### config.mk
export PLATFORM = sky130hd
export DESIGN_NAME = dac_shift_controller
export DESIGN_NICKNAME = d
export VERILOG_FILES = /design/src/rtl/dac_shift_controller.sv
export SDC_FILE = /design/constraint.sdc
export NUM_CORES = 1
export LEC_CHECK = 0
export BUFFER_PORTS_ARGS = -buffer_cell sky130_fd_sc_hd__buf_2
export CELL_PAD_IN_SITES_DETAIL_PLACEMENT = 0
export CELL_PAD_IN_SITES_GLOBAL_PLACEMENT = 1
export CORE_MARGIN = 1
export CORE_UTILIZATION = 47
export DETAILED_ROUTE_END_ITERATION = 10
export PLACE_DENSITY_LB_ADDON = 0.1
export SETUP_SLACK_MARGIN = 0.02
export SLEW_MARGIN = 20
export SYNTH_ARGS = -nofsm -noshare
export SYNTH_HDL_FRONTEND = slang
export SYNTH_SLANG_ARGS = --single-unit
### constraint.sdc
create_clock -name clk_in -period 7.5 [get_ports clk_in]
set_input_delay 0.75 -clock clk_in [delete_from_list [all_inputs] [get_ports clk_in]]
set_output_delay 0.75 -clock clk_in [all_outputs]
set_load 0.02 [all_outputs]
### src/rtl/dac_shift_controller.sv
// rtl/dac_shift_controller.sv - automatic left-shift control for the DAC output corrector
module dac_shift_controller #(
  parameter int WINDOW_LEN   = 4096,
  parameter int HEADROOM     = 1,
  parameter int MAX_SHIFT    = 14,
  parameter int HOLD_WINDOWS = 4,
  parameter int INIT_SHIFT   = 0
) (
  input  logic        clk_in,
  input  logic        reset_n,
  input  logic        sample_valid,
  input  logic [27:0] DATA_IN,
  input  logic        auto_en,
  input  logic [7:0]  manual_distance,
  output logic [7:0]  distance,
  output logic        update_strobe,
  output logic        clip_flag,
  output logic [4:0]  peak_rsb
);

  localparam int CW = (WINDOW_LEN > 1) ? $clog2(WINDOW_LEN) : 1;
  localparam int HW = $clog2(HOLD_WINDOWS + 1);

  typedef enum logic [1:0] {ST_MANUAL, ST_MEASURE, ST_EVAL} state_t;

  state_t        state;
  logic [CW-1:0] cnt;
  logic [4:0]    win_peak;
  logic [HW-1:0] hold;

  logic [26:0]   mag;
  logic [4:0]    rsb;
  logic [4:0]    peak_min;
  logic          fast_attack;
  logic [7:0]    desired;

  // Magnitude with -2^27 saturated, then leading-zero count of the low 27 bits.
  always_comb begin
    mag = DATA_IN[27] ? (~DATA_IN[26:0] + 27'd1) : DATA_IN[26:0];
    if (DATA_IN[27] && (DATA_IN[26:0] == 27'd0)) mag = '1;
    rsb = 5'd27;
    for (int i = 0; i < 27; i++) begin
      if (mag[i]) rsb = 5'(26 - i);
    end
  end

  assign peak_min    = (rsb < win_peak) ? rsb : win_peak;
  assign fast_attack = sample_valid && ({3'b000, rsb} < distance);

  always_comb begin
    int d;
    d = int'(win_peak) - HEADROOM;
    if (d < 0) d = 0;
    if (d > MAX_SHIFT) d = MAX_SHIFT;
    desired = 8'(d);
  end

  always_ff @(posedge clk_in or negedge reset_n) begin
    if (!reset_n) begin
      state         <= ST_MANUAL;
      cnt           <= '0;
      win_peak      <= 5'd27;
      hold          <= '0;
      distance      <= 8'(INIT_SHIFT);
      update_strobe <= 1'b0;
      clip_flag     <= 1'b0;
      peak_rsb      <= 5'd27;
    end else begin
      update_strobe <= 1'b0;
      clip_flag     <= 1'b0;
      case (state)
        ST_MANUAL: begin
          distance      <= manual_distance;
          update_strobe <= (manual_distance != distance);
          cnt           <= '0;
          win_peak      <= 5'd27;
          hold          <= '0;
          if (auto_en) state <= ST_MEASURE;
        end
        ST_MEASURE, ST_EVAL: begin
          if (!auto_en) begin
            state    <= ST_MANUAL;
            cnt      <= '0;
            win_peak <= 5'd27;
            hold     <= '0;
          end else begin
            if (state == ST_EVAL) begin
              peak_rsb <= win_peak;
              if (desired < distance) begin
                distance      <= desired;
                hold          <= '0;
                update_strobe <= 1'b1;
              end else if (desired > distance) begin
                if (hold == HW'(HOLD_WINDOWS - 1)) begin
                  distance      <= distance + 8'd1;
                  hold          <= '0;
                  update_strobe <= 1'b1;
                end else begin
                  hold <= hold + 1'b1;
                end
              end else begin
                hold <= '0;
              end
              // A sample arriving during evaluation opens the next window.
              cnt      <= sample_valid ? CW'(1) : '0;
              win_peak <= sample_valid ? rsb : 5'd27;
              state    <= ST_MEASURE;
            end else if (sample_valid) begin
              cnt      <= cnt + 1'b1;
              win_peak <= peak_min;
              if (cnt == CW'(WINDOW_LEN - 1)) state <= ST_EVAL;
            end
            // Placed last so it overrides any evaluation result in the same cycle.
            if (fast_attack) begin
              distance      <= {3'b000, rsb};
              clip_flag     <= 1'b1;
              update_strobe <= 1'b1;
              hold          <= '0;
            end
          end
        end
        default: state <= ST_MANUAL;
      endcase
    end
  end

endmodule

==> summary.md <==
| Metric | Value |
|---|---|
| Seq/Total Area, Yosys | 0.2146 |
| Vert. Die Dim | between 90 and 100 um |
| Dpl cell area | 4626 um^2 |
| F_max | 190.5 MHz |
| Crit path arrival time | 5430 ps |
| Setup TNS Final | 0 ps |
| Critical hold path startpoint | peak_rsb[0] |
| Met3 GRT Util | 0.03221 |
| Commonest non-fill, non-tap cell in the layout | buf_2 |
| DIE AREA | between 9000 and 10,000 um^2 |
| # setup viols final | 0 |
| Clock Skew | 6.710 ps |
| Syn Nets | between 600 and 700 |
| Antenna diodes | 0 |
| I/O pin count | 55 |
| Req. time, crit path | between 7000 and 8000 ps |
| Worst r2r src | win_peak[0] |
| HP Class | register to register |
| Clock root buffer | clkbuf_8 |
| Grt met1 use | 0.3919 |
| Final worst path period share | 0.6998 |
| Largest fanout on the critical path | 14 |
| Min setup slack post-route | between 2000 and 2500 ps |
| PortBufs | 54 |
| DRC violations left | 2 |
| Latest clock arrival within the worst-skew pair | a little under 300 ps |
| Synth async-reset ratio | 1.000 |
| Max-Cap Viols | 0 |
| CP Launch Type | input port |
| Synth Area in Compound Gates | 0.2712 |
| Simple-gate share of the synthesized area | 0.3260 |
| Xor/xnor share of the synthesized area | 0.04620 |
| Final worst path period need | approximately 5200 ps |
| Failing checks | design-rule violations |
| Worst Max-Slew Pin Slew | ~1100 ps |
| Commonest cells after routing, fill and taps aside | buf_2, nand2_1, nor2_1, o21ai_0, nand3_1 |
| Max-Slew Margin vs Limit | 0.2962 |
| Clock-pin slew on the worst setup and hold paths | around 80 ps |
| P&R area growth vs syn | 9.240% |
| Hold_buf cts | 0 |
| RSZ-0062 raised after global routing | false |
| Outcome | finished, violations left |
| H-tree depth | 2 |
| Fin Hold WS | roughly 480 ps |
| Pleak | roughly 0.0019 uW |
| YS warnings | 0 |
| Die X | a little under 100 um |
| Final Wtd Congestion | between 0.9 and 1 |
| Fill cells | ~900 |
| # rows | 34 |
| Largest family of logic cells by synthesized area | simple AND/OR/NAND/NOR gates |
| Post-synth EDFFs | 0 |
| Hold Vio Cnt, Final | 0 |
| Core box area | 8848 um^2 |
| Antenna-violating nets left | 0 |
| Sink Count | 37 |
| Max Transition Viols Final | 0 |
| WL final | around 12,000 um |
| Largest net degree at the start of global routing | between 60 and 70 |
| Crit path cell chain | buf_2, inv_1, ha_1, nor2b_1, nand2_2, or4_1, a2111oi_0, a211o_1, nand2_1, nor3_1, nor2b_1, ha_1, a21oi_1, o21ai_0, or2_2, nand3_1, o21ai_1, a221o_1 |
| Cells after Synth | a little under 600 |
| Mux share of post-synthesis cell area | 0.02353 |
| Yosys reg bits | 37 |
| Max stage delay on crit path | about 530 ps |
| Reg2reg setup slack | ~3500 ps |
| First-pass GRT wire length | between 20,000 and 25,000 um |
| VDD IR max | 0.1693 mV |
| Synth Cell Area | around 4400 um^2 |
| Library cells used by synthesis | 82 |
| CTS tree | done |
| Initial antenna violation count | 0 |
| Starting Density | 0.4928 |
| Fin area | between 4000 and 5000 um^2 |
| Worst Setup End Kind | register |
| Vias/cell | ~6.3 |
| CTS Buf Count | 5 |
| Total track usage | 0.2574 |
| Dpl ws | a little over 2000 ps |
| DR iter-0 viols | around 300 |
| Post-CTS Setup Repair Bufs | 0 |
| Nets | approximately 670 |
| Grt met2 use | 0.3971 |
| Pre-antenna DRT Iters | 8 |
| Synthesized area per cell | roughly 7.4 um^2 |
| Layout cells sized above 1 | 0.1615 |
| Post-cts repair resize count | 0 |
| Total number of vias | 4,531 |
| WL/cell | around 17 um |
| Vias in the first global route | 4,052 |
| Max clock buf depth | 2 |
| Total power | 1171 uW |
| Worst Setup SP | DATA_IN[0] |
| Prevailing post-synth register cell | dfrtp_1 |
| Slowest-stage cell, CP | nor2b_1 |
| DP HPWL | ~9400 um |
| Crit Path Category | input port to register |
| Cell Pwr Density | approximately 250 nW/um^2 |
| Most Used Layer, Global Route | met2 |
| Post-synthesis adder-cell area fraction | 0.06313 |
| Total global routing overflow | 0 |
cell families after synthesis:
family          Yosys count
simple gates            262
compound gates          171
buf+inv                  60
flops                    37
xor+xnor                 23
fa+ha+maj                22
mux                      10
other cells               1
cell usage after synthesis (all sizes together) (3+ instances only):
library cell   n  share of area
buf            7         0.0089
a32o           3         0.0069
nand4          9          0.014
o31ai          8          0.014
dfrtp         29           0.17
or4            8          0.015
nand2         53          0.046
a21oi         24          0.028
nor3          30          0.040
o211ai         8          0.014
a221o          3         0.0069
a21boi         3         0.0052
inv           24          0.021
a221oi         4         0.0095
ha            22          0.063
and3           9          0.013
a211oi         3         0.0052
mux2i          8          0.018
a31oi         11          0.016
xor2           8          0.016
a2111oi        3         0.0060
nor2          53          0.047
nand3         31          0.036
or3           13          0.020
nand3b         4         0.0069
o2111ai        3         0.0075
or2            7          0.010
nor3b          4         0.0069
o21a           7          0.012
o21ai         51          0.059
nor4          12          0.026
xnor2         15          0.030
o22ai          5         0.0072
a211o          3         0.0060
a21o           5         0.0086
o311ai         3         0.0060
nand2b        10          0.014
dfstp          8          0.048
nor2b         12          0.017
clkbuf        29          0.025
area by class of cell:
| class | instances | area, um^2 | share of cell area |
|---|---|---|---|
| multi-input cells | 489 | 3187 | 0.6690 |
| flip-flops and latches | 37 | 935.9 | 0.1965 |
| repair buffers | 55 | 277.8 | 0.05831 |
| well taps | 108 | 135.1 | 0.02837 |
| inverters | 24 | 90.09 | 0.01891 |
| clock buffers | 5 | 68.82 | 0.01445 |
| clock inverters | 3 | 68.82 | 0.01445 |
per-stage QoR:
step	util	cells
after floorplan	-	586
after global placement	0.5228	713
after detailed placement	0.5228	713
after CTS	0.5383	721
after global routing	0.5383	721
final	0.5383	721
path summary, 6_finish.rpt:
path / end / depth (start not counted)
setup / recovery: distance[3] / 18
hold / removal: peak_rsb[0] / 2
setup reg to reg: distance[4] / 18
hold reg to reg: peak_rsb[0] / 2
max in group asynchronous: distance[4] / 1
min in group asynchronous: peak_rsb[2] / 1
flip-flops by register name, indices dropped and copies added (netlist names):
signal,count
hold,3
distance,8
cnt,12
win_peak,5
update_strobe,1
clip_flag,1
state,2
peak_rsb,5
critical path, delay by kind of cell:
family / cells / cell delay (ps)
compound gates: 6 / 1500
fa+ha+maj: 2 / 540
buf+inv: 2 / 190
simple gates: 8 / 2430
power breakdown:
part           internal, uW  total (uW)  switching, uW
clock network           134         211           77.1
logic                   245         629            384
registers               267         331           63.9
layer usage:
metal	routed length, um	part of all wire	up-vias
met2	5274	0.43	145
met1	6114	0.50	2137
met4	61	0.0050	0
li1	-	-	2241
met5	0	0	-
met3	684	0.056	8
No activity file was read; power rests on OpenSTA's default activity.
